## config.mk

```make
export PLATFORM = sky130hd
export DESIGN_NAME = chunked_serial_adder
export DESIGN_NICKNAME = d
export VERILOG_FILES = /design/src/rtl/csa_pkg.sv /design/src/rtl/chunk_adder.sv /design/src/rtl/full_adder.sv /design/src/rtl/chunked_serial_adder.sv
export SDC_FILE = /design/constraint.sdc
export NUM_CORES = 1
export LEC_CHECK = 0
export BUFFER_PORTS_ARGS = -buffer_cell sky130_fd_sc_hd__buf_4
export CORE_MARGIN = 2
export CORE_UTILIZATION = 50
export CTS_BUF_LIST = sky130_fd_sc_hd__clkbuf_16
export CTS_CLUSTER_DIAMETER = 120
export DETAILED_ROUTE_END_ITERATION = 8
export GPL_ROUTABILITY_DRIVEN = 0
export PLACE_DENSITY = 0.72
export SLEW_MARGIN = 20
export SYNTH_ARGS = -nofsm -noshare
export SYNTH_HDL_FRONTEND = slang
export SYNTH_SLANG_ARGS = --single-unit
```

## constraint.sdc

```tcl
create_clock -name clk -period 5.25 [get_ports clk]
set_input_delay 0.2625 -clock clk [delete_from_list [all_inputs] [get_ports clk]]
set_output_delay 0.2625 -clock clk [all_outputs]
set_load 0.01 [all_outputs]
```

## src/rtl/csa_pkg.sv

```systemverilog
// Shared definitions for the chunked serial adder: FSM encoding and chunk-count helper.
package csa_pkg;

    typedef enum logic [1:0] {
        IDLE = 2'd0,
        BUSY = 2'd1,
        DONE = 2'd2
    } state_t;

    function automatic int chunk_count(input int width, input int chunk);
        return width / chunk;
    endfunction

endpackage

```

## src/rtl/chunk_adder.sv

```systemverilog
// CHUNK-bit ripple-carry stage; also exposes the carry into its MSB for overflow detection.
module chunk_adder #(
    parameter int CHUNK = 4
) (
    input  logic [CHUNK-1:0] a,
    input  logic [CHUNK-1:0] b,
    input  logic             cin,
    output logic [CHUNK-1:0] sum,
    output logic             cout,
    output logic             c_msb
);

    logic [CHUNK:0] c;

    assign c[0] = cin;

    for (genvar i = 0; i < CHUNK; i++) begin : g_bit
        full_adder u_fa (
            .a    (a[i]),
            .b    (b[i]),
            .cin  (c[i]),
            .sum  (sum[i]),
            .cout (c[i+1])
        );
    end

    assign cout  = c[CHUNK];
    assign c_msb = c[CHUNK-1];

endmodule

```

## src/rtl/full_adder.sv

```systemverilog
// Single-bit full adder cell, the building block of the chunk ripple stage.
module full_adder (
    input  logic a,
    input  logic b,
    input  logic cin,
    output logic sum,
    output logic cout
);

    assign sum  = a ^ b ^ cin;
    assign cout = (a & b) | (cin & (a ^ b));

endmodule

```

## src/rtl/chunked_serial_adder.sv

```systemverilog
// Multi-cycle WIDTH-bit adder/subtractor reusing one CHUNK-bit ripple stage, with valid/ready handshakes.
module chunked_serial_adder
    import csa_pkg::*;
#(
    parameter int WIDTH = 16,
    parameter int CHUNK = 4
) (
    input  logic             clk,
    input  logic             rst,
    input  logic             in_valid,
    output logic             in_ready,
    input  logic [WIDTH-1:0] a,
    input  logic [WIDTH-1:0] b,
    input  logic             cin,
    input  logic             sub,
    output logic             out_valid,
    input  logic             out_ready,
    output logic [WIDTH-1:0] sum,
    output logic             cout,
    output logic             overflow
);

    localparam int NCHUNK = chunk_count(WIDTH, CHUNK);
    localparam int KW     = $clog2(NCHUNK) + 1;
    localparam logic [KW-1:0] LAST = KW'(NCHUNK - 1);

    state_t           state;
    logic [KW-1:0]    k;
    logic [WIDTH-1:0] a_reg;
    logic [WIDTH-1:0] b_reg;
    logic             carry;

    logic [CHUNK-1:0] a_chunk;
    logic [CHUNK-1:0] b_chunk;
    logic [CHUNK-1:0] s_chunk;
    logic             c_chunk;
    logic             c_msb;
    logic             accept;

    assign in_ready = (state == IDLE) || (state == DONE && out_ready);
    assign accept   = in_valid && in_ready;

    assign a_chunk = a_reg[k*CHUNK +: CHUNK];
    assign b_chunk = b_reg[k*CHUNK +: CHUNK];

    chunk_adder #(.CHUNK(CHUNK)) u_chunk (
        .a     (a_chunk),
        .b     (b_chunk),
        .cin   (carry),
        .sum   (s_chunk),
        .cout  (c_chunk),
        .c_msb (c_msb)
    );

    // Subtraction is a + ~b + 1, so the operand is inverted and the carry seeded with 1 at accept.
    always_ff @(posedge clk) begin
        if (rst) begin
            state     <= IDLE;
            k         <= '0;
            a_reg     <= '0;
            b_reg     <= '0;
            carry     <= 1'b0;
            sum       <= '0;
            cout      <= 1'b0;
            overflow  <= 1'b0;
            out_valid <= 1'b0;
        end else if (accept) begin
            a_reg     <= a;
            b_reg     <= sub ? ~b : b;
            carry     <= sub | cin;
            k         <= '0;
            out_valid <= 1'b0;
            state     <= BUSY;
        end else begin
            case (state)
                IDLE: state <= IDLE;
                BUSY: begin
                    sum[k*CHUNK +: CHUNK] <= s_chunk;
                    carry                 <= c_chunk;
                    k                     <= k + 1'b1;
                    // Carry into vs. out of the MSB differing is exactly signed overflow.
                    if (k == LAST) begin
                        cout      <= c_chunk;
                        overflow  <= c_chunk ^ c_msb;
                        out_valid <= 1'b1;
                        state     <= DONE;
                    end
                end
                DONE: begin
                    if (out_ready) begin
                        out_valid <= 1'b0;
                        state     <= IDLE;
                    end
                end
                default: state <= IDLE;
            endcase
        end
    end

endmodule

```

# After elaboration in Yosys (flattened, before gate mapping)
# Cells that the tools add are included.
[totals]
reg_bits = 57
latchBits = 0
ramBits = 0
romBits = 0
inputBits = 38
output_inout_bits = 20
word_cells = 70
mem_count = 0
[classes]
n_addsub = 2
n_mul = 0
div = 0
order_cmp = 0
n_eq_ne = 7
shift = 4
mux = 11
bitwise = 24
n_reduce_logical = 12
[ops]
columns = ["op", "n"]
rows = [
  ["negator 5 -> 34 bit", 1],
  ["variable shift 4 x 34 -> 16 bit (first input constant)", 1],
  ["variable part select 4 x 34 -> 16 bit", 1],
  ["variable part select 16 x 6 -> 4 bit", 2],
  ["bitwise mux 16 bit", 1],
  ["2-to-1 mux 16 bit", 1],
  ["NOT 16 bit", 1],
  ["XOR 1 bit", 9],
  ["bitwise AND 1 bit", 8],
  ["!= test 3 bit (second input constant)", 2],
  ["AND reduction 2 bit", 3],
  ["AND reduction 3 bit", 2],
  ["2-to-1 mux 1 bit", 5],
  ["OR 1 bit", 5],
  ["2-to-1 mux 2 bit", 2],
  ["!= test 2 bit (second input constant)", 2],
  ["case mux 2 bit (2 select lines)", 1],
  ["nonzero test 2 bit", 2],
  ["adder 3 x 1 -> 3 bit (second input constant)", 1],
  ["== test 3 x 2 -> 1 bit (second input constant)", 1],
  ["== test 2 x 1 -> 1 bit (second input constant)", 1],
  ["== test 2 bit (second input constant)", 1],
  ["logical AND 1 bit", 2],
  ["logical NOT 2 bit", 1],
  ["other kinds (4)", 4],
]

# Depth between registers and ports, before layout
# Gate-level depths: netlist of run 1.
[depth]
ltp_word = 12
ltp_mapped = 11
depth_no_buf = 10

# Cells and area by module
# From an unflattened synthesis of run 1, not the netlist that was laid out.
[unflattened]
cells_unflattened = 283
hier_area_um2 = 2839.0
[by_module_without_submodules]
columns = ["mod", "instances", "cells_per_inst", "area_per_inst_um2", "seq_area_each_um2"]
rows = [
  ["chunked_serial_adder", 1, 279, 2758.9, 1141.1],
  ["full_adder", 4, 1, 20.0, 0.0],
]

# Worst setup path after synthesis of run 1
# Ideal clock, no wire load.
[synth_timing]
path_type = "reg2reg"
startpoint = "reg k[0]"
endpoint = "reg sum[11]"
setup_ns = 0.072
t_arrival_ns = 2.770
t_required_ns = 5.178
slack_ns = 2.408
stages_incl_launch_ff = 11
path_buffers = 1
synth_period_minus_slack_ns = 2.842
cell_sequence = "dfxtp_1 buf_6 mux4_2 and2_1 fa_1 inv_1 fa_1 fa_1 fa_1 or2_2 mux2i_1"
[synth_between]
elab_chain_cells = 11
elab_cells_between_ends = 23
classes_between = "add/sub: 1; shift: 4; mux: 1; bitwise: 17"
[synth_lines]
columns = ["item", "line", "rtl"]
rows = [
  ["start: declaration", "chunked_serial_adder.sv:28", "logic [KW-1:0] k;"],
  ["start signal: assignment", "chunked_serial_adder.sv:80", "k <= k + 1'b1;"],
  ["variable part select 16 x 6 -> 4 bit, on equally long branches", "chunked_serial_adder.sv:43, chunked_serial_adder.sv:44", ""],
  ["XOR 1 bit", "full_adder.sv:10, full_adder.sv:11", ""],
  ["bitwise AND 1 bit", "full_adder.sv:11", "assign cout = (a & b) | (cin & (a ^ b));"],
  ["OR 1 bit", "full_adder.sv:11", ""],
  ["bitwise AND 1 bit", "full_adder.sv:11", ""],
  ["OR 1 bit", "full_adder.sv:11", ""],
  ["bitwise AND 1 bit", "full_adder.sv:11", ""],
  ["OR 1 bit", "full_adder.sv:11", ""],
  ["XOR 1 bit", "full_adder.sv:10", "assign sum = a ^ b ^ cin;"],
  ["variable part select 4 x 34 -> 16 bit", "chunked_serial_adder.sv:78", "sum[k*CHUNK +: CHUNK] <= s_chunk;"],
  ["bitwise mux 16 bit *", "chunked_serial_adder.sv:78", ""],
  ["end signal: indexed assignment", "chunked_serial_adder.sv:78", ""],
  ["end: declaration", "chunked_serial_adder.sv:18", "output logic [WIDTH-1:0] sum,"],
]
# Mark *: on every way between the ends. The rest lies on a longest branch, timed or not.
# A chain may end at the register's enable or synchronous reset.

# Worst setup path after layout of run 1
[layout_timing]
startpoint = "reg k[0]"
endpoint = "reg sum[7]"
# Same word-level chain as after synthesis.

==> flow_metrics.py, run 1 <==
metrics = {
    "worst_setup_path": {
        "cp.arrival_ps": 3730,
        "crit_type": "flip-flop to flip-flop",
        "slowest_stage": "dfxtp_1",
        "critPathMostFrequentCell": "fa_1",
        "cpPeakStageDelay_ps": 860,
        "worstPathMaxFanout": 15,
        "required_ps": 5490,
        "crit_chain": "mux4_2 > and2_1 > fa_1 > inv_1 > fa_1 > fa_1 > fa_1 > or2_2 > mux2i_1",
        "end_kind": "flip-flop",
        "startpoint_type": "flip-flop",
    },
    "power": {
        "power_density_mw_per_mm2": 317,
        "power_leakage_uw": 0.00141,
        "peakVddDrop_v": 0.000169,
    },
    "route": {
        "num_vias": 2193,
        "wirelength_mm": 5.81,
        "ant_nets": 0,
        "drc": 0,
        "drt-initial-drc-count": 107,
        "dr.pass1.iters": 7,
        "wl_per_cell_um": 14.4,
        "via_per_inst": 5.43,
    },
    "clock_tree": {
        "htree_levels": 3,
        "cts.path.max_buffers": 2,
        "clkSlewWorstSetupHoldPaths_ps": 50,
        "cts_resized": 0,
        "root_buffer": "clkbuf_16",
        "numCtsBuffers": 9,
        "post_cts_buffers": 0,
        "cts_tree": "built",
        "cts.sinks": 57,
        "clock_latency_ps": 320,
        "hold_buffers": 0,
    },
    "global_route": {
        "met1_usage_pct": 27.5,
        "grt_pass1_wl_mm": 9.61,
        "grt_max_degree": 64,
        "overflow": 0,
        "antenna_found_initial": 0,
        "grt.met2_usage_pct": 28.5,
        "met3_usage_pct": 4.04,
        "grt_usage_pct": 19.6,
        "top_usage_layer": "met2",
        "grt_pass1_vias": 2052,
    },
    "placement": {
        "placedCellCount": 389,
        "portBuffers": 57,
        "dpl.hpwl_mm": 4.06,
    },
    "synthesis": {
        "synth_xor_area_share_pct": 5.44,
        "seq_area_frac_synth_pct": 39.4,
        "synth_top_area_cell": "dfxtp_1",
        "ys_warn_count": 0,
        "synth_compound_area_share_pct": 15.8,
        "synth_seq_cells": 57,
        "syn_avg_cell_area_um2": 10.1,
        "synth_area_mm2": 0.00290,
        "syn_nets": 333,
        "synth_top_family_by_area": "simple AND/OR/NAND/NOR gates",
        "synth_top_area_share_pct": 39.4,
        "synthMuxAreaShare_pct": 12.2,
        "synthCells": 287,
        "synth_fa_ha_area_share_pct": 4.49,
        "yosysUniqueCellTypes": 41,
        "yosys.area_share.simple_pct": 15.9,
        "synth.area.top_cells": "dfxtp_1 39%, a21oi_1 6.6%, mux4_2 6.2%",
    },
    "sta": {
        "post-route-min-period_ps": 3480,
        "finalMaxSlewViolations": 0,
        "setup_viol": 0,
        "rsz0062_at_grt": "no",
        "clock_skew_ps": 5.64,
        "hold_viol": 0,
        "fin_crit_sh_pct": 66.4,
        "slew_headroom_pct": 30.2,
        "finalSetupTns_ps": 0,
        "fmax_mhz": 287,
        "tightest_slew_ps": 1050,
    },
    "hold_path": {
        "hold_class": "primary input to flip-flop",
    },
    "flow_run": {
        "maxCapViolations": 0,
    },
    "cells_and_area": {
        "syn2layout_area_growth_pct": 20.3,
        "layout_common_cells": "57 x dfxtp_1, 57 x buf_4, 38 x a21oi_1",
        "num-nets-final": 374,
        "diodes": 0,
        "drive_gt1_share_pct": 26.5,
        "fin_cells": 404,
    },
    "floorplan": {
        "die_y_um": 80.1,
        "rows": 27,
        "die-area_mm2": 0.00642,
        "core_area_mm2": 0.00554,
        "die_x_um": 80.1,
        "ioPinCount": 58,
        "initial_core_util_pct": 52.3,
    },
    "outcome": {
        "status": "finished, final reports clean",
    },
}
==> synthesized netlist by cell type, drive strengths merged <==
master    n
dfxtp    57
a21oi    38
buf      19
nand2b   18
nand3    18
xnor2    18
a211oi   17
o21ai    17
mux2i    15
nand2     9
clkbuf    8
mux4      8
fa        4
ha        4
inv       4
nor2      4
nor3      4
and2b     3
or2       3
a311oi    2
and2      2
and4bb    2
mux2      2
nand3b    2
nor2b     2
nor4      2
a2111oi   1
clkinv    1
nor4b     1
o2111ai   1
or2b      1
==> metal layers <==
layer,routed length [um],part of all wire [%]
met1,2760,48
met2,2660,46
met5,0,0
met4,115,2.0
met3,271,4.7
==> area by class of cell <==
| cell class | instances | area (um2) |
|---|---|---|
| clock inverters | 6 | 22.5 |
| multi-input cells | 198 | 1560 |
| well taps | 72 | 90.1 |
| inverters | 5 | 18.8 |
| fillers | 488 | 2060 |
| flip-flops and latches | 57 | 1140 |
| repair buffers | 57 | 428 |
| clock buffers | 9 | 225 |
==> power breakdown <==
part | internal (uW) | total [uW] | leakage, uW | switching (uW)
registers | 458 | 477 | 0.000466 | 18.6
logic | 79.7 | 155 | 0.000801 | 75.6
clock network | 303 | 473 | 0.000139 | 170
total | 842 | 1110 | 0.00141 | 264
==> critical path, delay by kind of cell (launching register included) <==
kind	cells	cell delay (ps)
adders and majority gates	4	1240
DFF	1	860
muxes	2	730
and+or+nand+nor	2	520
buffers and inverters	1	70
==> cells by family after synthesis <==
kind of cell,Yosys count
DFF,57
AOI/OAI and AO/OA,76
muxes,25
adders and majority gates,8
and+or+nand+nor,71
xor gates and xnor gates,18
buffers and inverters,32
==> worst paths after layout <==
kind | startpoint | end | slack, ps | cells past startpoint
max | k[0] | sum[7] | 1770 | 9
min | a[4] | a_reg[4] | 210 | 3
max reg2reg | k[0] | sum[7] | 1770 | 9
min reg2reg | a_reg[8] | a_reg[8] | 470 | 2
==> metrics by stage <==
step                      setup slack (ps)  area, um2  hold slack [ps]  utilization (%)  total power (uW)
final                                 1770       3480              206             62.9              1110
after global routing                  1510       3480              217             62.9              1160
after CTS                             1720       3480              201             62.8              1110
after detailed placement              1730       3230              465             58.4               642
after global placement                1830       3230              463             58.4               638
after floorplan                       2410       2900              410                -               600
No activity file was read; power rests on OpenSTA's default activity.
==> inputs of run 2 (changes only) <==
--- a/config.mk
+++ b/config.mk
@@ -5,14 +5,15 @@
 export SDC_FILE = /design/constraint.sdc
 export NUM_CORES = 1
 export LEC_CHECK = 0
+export ABC_AREA = 1
 export BUFFER_PORTS_ARGS = -buffer_cell sky130_fd_sc_hd__buf_4
 export CORE_MARGIN = 2
-export CORE_UTILIZATION = 50
+export CORE_UTILIZATION = 49
 export CTS_BUF_LIST = sky130_fd_sc_hd__clkbuf_16
 export CTS_CLUSTER_DIAMETER = 120
 export DETAILED_ROUTE_END_ITERATION = 8
 export GPL_ROUTABILITY_DRIVEN = 0
-export PLACE_DENSITY = 0.72
+export PLACE_DENSITY = 0.74
 export SLEW_MARGIN = 20
 export SYNTH_ARGS = -nofsm -noshare
 export SYNTH_HDL_FRONTEND = slang
==> constraint.sdc (replaced) <==
create_clock -name clk -period 3 [get_ports clk]
set_input_delay 0.15 -clock clk [delete_from_list [all_inputs] [get_ports clk]]
set_output_delay 0.15 -clock clk [all_outputs]
set_load 0.01 [all_outputs]
==> flow_metrics.py, run 2 <==
metrics = {
    "power": {
        "p_clk_share_pct": 47.6,
        "power_leakage_uw": 0.00150,
        "finalPower_uw": 2160,
        "p_comb_share_pct": 14.2,
        "p_sw_share_pct": 24.1,
        "peakVddDrop_v": 0.000384,
        "power_density_mw_per_mm2": 608,
        "p_int_uw": 1640,
        "p_sw_uw": 519,
        "p_seq_share_pct": 38.2,
    },
    "route": {
        "via_per_inst": 4.96,
        "ant_nets": 0,
        "wirelength_mm": 6.33,
        "num_vias": 2511,
        "drc": 0,
        "wl_per_cell_um": 12.5,
        "dr.pass1.iters": 4,
        "drt-initial-drc-count": 114,
    },
    "placement": {
        "dpl.hpwl_mm": 4.46,
        "placedCellCount": 489,
        "portBuffers": 57,
    },
    "synthesis": {
        "yosysUniqueCellTypes": 27,
        "synth_top_family_by_area": "simple AND/OR/NAND/NOR gates",
        "seq_area_frac_synth_pct": 41.6,
        "ys_warn_count": 0,
        "synthCells": 371,
        "synth_top_area_cell": "dfxtp_1",
        "synth_area_mm2": 0.00275,
        "synth_compound_area_share_pct": 18.4,
        "synth_most_common_cell": "nand2_1",
        "synth_commonest_cells": "73 x nand2_1, 58 x a21oi_1, 57 x dfxtp_1, 43 x o21ai_0, 35 x nor2_1",
        "synth_edf_count": 0,
        "synth_seq_cells": 57,
        "synth_top_area_share_pct": 41.6,
        "synthMuxAreaShare_pct": 0,
        "syn_avg_cell_area_um2": 7.40,
        "async_reset_ff_share_pct": 0,
        "yosys.area_share.simple_pct": 21.9,
        "syn_nets": 417,
        "synth_ff_type": "dfxtp_1",
        "synth.area.top_cells": "dfxtp_1 42%, a21oi_1 11%, nand2_1 10%",
        "synth_fa_ha_area_share_pct": 4.74,
        "synth_xor_area_share_pct": 5.42,
    },
    "floorplan": {
        "core_area_mm2": 0.00547,
        "ioPinCount": 58,
        "initial_core_util_pct": 50.2,
        "die_x_um": 78.9,
        "die_y_um": 78.9,
        "rows": 27,
        "die-area_mm2": 0.00622,
    },
    "global_route": {
        "antenna_found_initial": 0,
        "grt.met2_usage_pct": 37.1,
        "met3_usage_pct": 6.48,
        "top_usage_layer": "met2",
        "grt_max_degree": 43,
        "met1_usage_pct": 27.1,
        "grt_pass1_vias": 2421,
        "grt_usage_pct": 22.1,
        "grt_pass1_wl_mm": 10.8,
        "overflow": 0,
    },
    "sta": {
        "fin_crit_sh_pct": 94.8,
        "rsz0062_at_grt": "no",
        "fmax_mhz": 352,
        "post-route-min-period_ps": 2840,
        "finalMaxSlewViolations": 0,
        "hold_viol": 0,
        "setup_viol": 0,
        "slew_headroom_pct": 73.6,
        "tightest_slew_ps": 395,
        "clock_skew_ps": 6.87,
        "hold_slack_ps": 69.4,
    },
    "outcome": {
        "status": "finished, final reports clean",
    },
    "worst_setup_path": {
        "end_kind": "flip-flop",
        "crit_type": "flip-flop to flip-flop",
        "slowest_stage": "fa_2",
        "required_ps": 3210,
        "crit_chain": "buf_4 > a21oi_1 > o21ai_0 > a21oi_1 > fa_1 > inv_1 > fa_1 > fa_2 > fa_2 > nor2_1 > o21ai_0 > nor2_1",
        "cpPeakStageDelay_ps": 590,
        "cp_num_buf_inv": 2,
        "startpoint_type": "flip-flop",
        "worstPathMaxFanout": 6,
        "cp.arrival_ps": 3060,
        "cpLargestDelayFamily": "adder cells",
    },
    "clock_tree": {
        "numCtsBuffers": 9,
        "cts_tree": "built",
        "clkSlewWorstSetupHoldPaths_ps": 50,
        "htree_levels": 3,
        "clock_latency_ps": 320,
        "root_buffer": "clkbuf_16",
        "cts.sinks": 57,
        "cts.path.max_buffers": 2,
    },
    "cells_and_area": {
        "fin_cells": 506,
        "drive_gt1_share_pct": 22.6,
        "post-route-util_pct": 64.8,
        "syn2layout_area_growth_pct": 29.2,
        "diodes": 0,
        "final_common_cell": "nand2_1",
        "layout_common_cells": "73 x nand2_1, 66 x buf_4, 57 x a21oi_1",
        "num-nets-final": 475,
    },
    "flow_run": {
        "maxCapViolations": 0,
    },
    "hold_path": {
        "hold_class": "primary input to flip-flop",
    },
}
-- run 2: worst paths after layout --
kind	cells past startpoint	from	slack, ps	endpoint
max	12	k[1]	160	sum[15]
min	3	cin	70	carry
max reg2reg	12	k[1]	160	sum[15]
min reg2reg	2	b_reg[11]	460	b_reg[11]
-- run 2: kinds of logic (layout without fill, tap and decap cells) --
logic type / after synthesis / in the layout
and+or+nand+nor: 139 / 139
AOI/OAI and AO/OA: 101 / 101
adders and majority gates: 8 / 8
DFF: 57 / 57
buffers and inverters: 49 / 112
xor gates and xnor gates: 17 / 17
-- run 2: layout make-up --
cell class                 instances  area [um2]
sequential                        57        1150
inverter                          30         116
clock buffer                       9         225
fill                             499        1930
clock inverter                     7        78.8
tap                               72        90.1
timing repair buffer              66         495
multi-input combinational        265        1400
-- run 2: repair_timing --
item | 4_1_cts | 5_1_grt
setup endpoints to repair | 2 | 7
pin swaps | 0 | 2
resized for setup | 2 | 6
setup buffers | 0 | 1
hold buffers | 0 | 0
-- run 2: power groups by stage --
stage | Combinational [uW] | Sequential [uW] | Clock [uW]
after floorplan | 201 | 834 | 0
after global placement | 297 | 837 | 0
after detailed placement | 302 | 838 | 0
after CTS | 303 | 824 | 1040
after global routing | 345 | 828 | 1080
final | 306 | 824 | 1030
-- run 2: routing by layer --
layer / vias up / part of all wire [%]
li1: 1322 / -
met1: 1123 / 43
met2: 58 / 49
met3: 8 / 6.5
met4: 0 / 1.4
met5: - / 0
-- run 2: through the flow --
step,setup WS (ps),setup TNS (ps),area (um2)
2_1_floorplan,73.9,0,2750
3_3_place_gp,105,0,3220
3_5_place_dp,-7.59,-7.59,3220
4_1_cts,14.6,0,3530
5_1_grt,15.1,0,3550
6_report,155,0,3550
-- run 2: worst reg2reg max path, stage by stage, from the launching register on --
cell and delay [ps]:
dfxtp_2 330, buf_4 150, a21oi_1 120, o21ai_0 100, a21oi_1 190, fa_1 200
inv_1 50, fa_1 380, fa_2 370, fa_2 590, nor2_1 50, o21ai_0 150
nor2_1 50
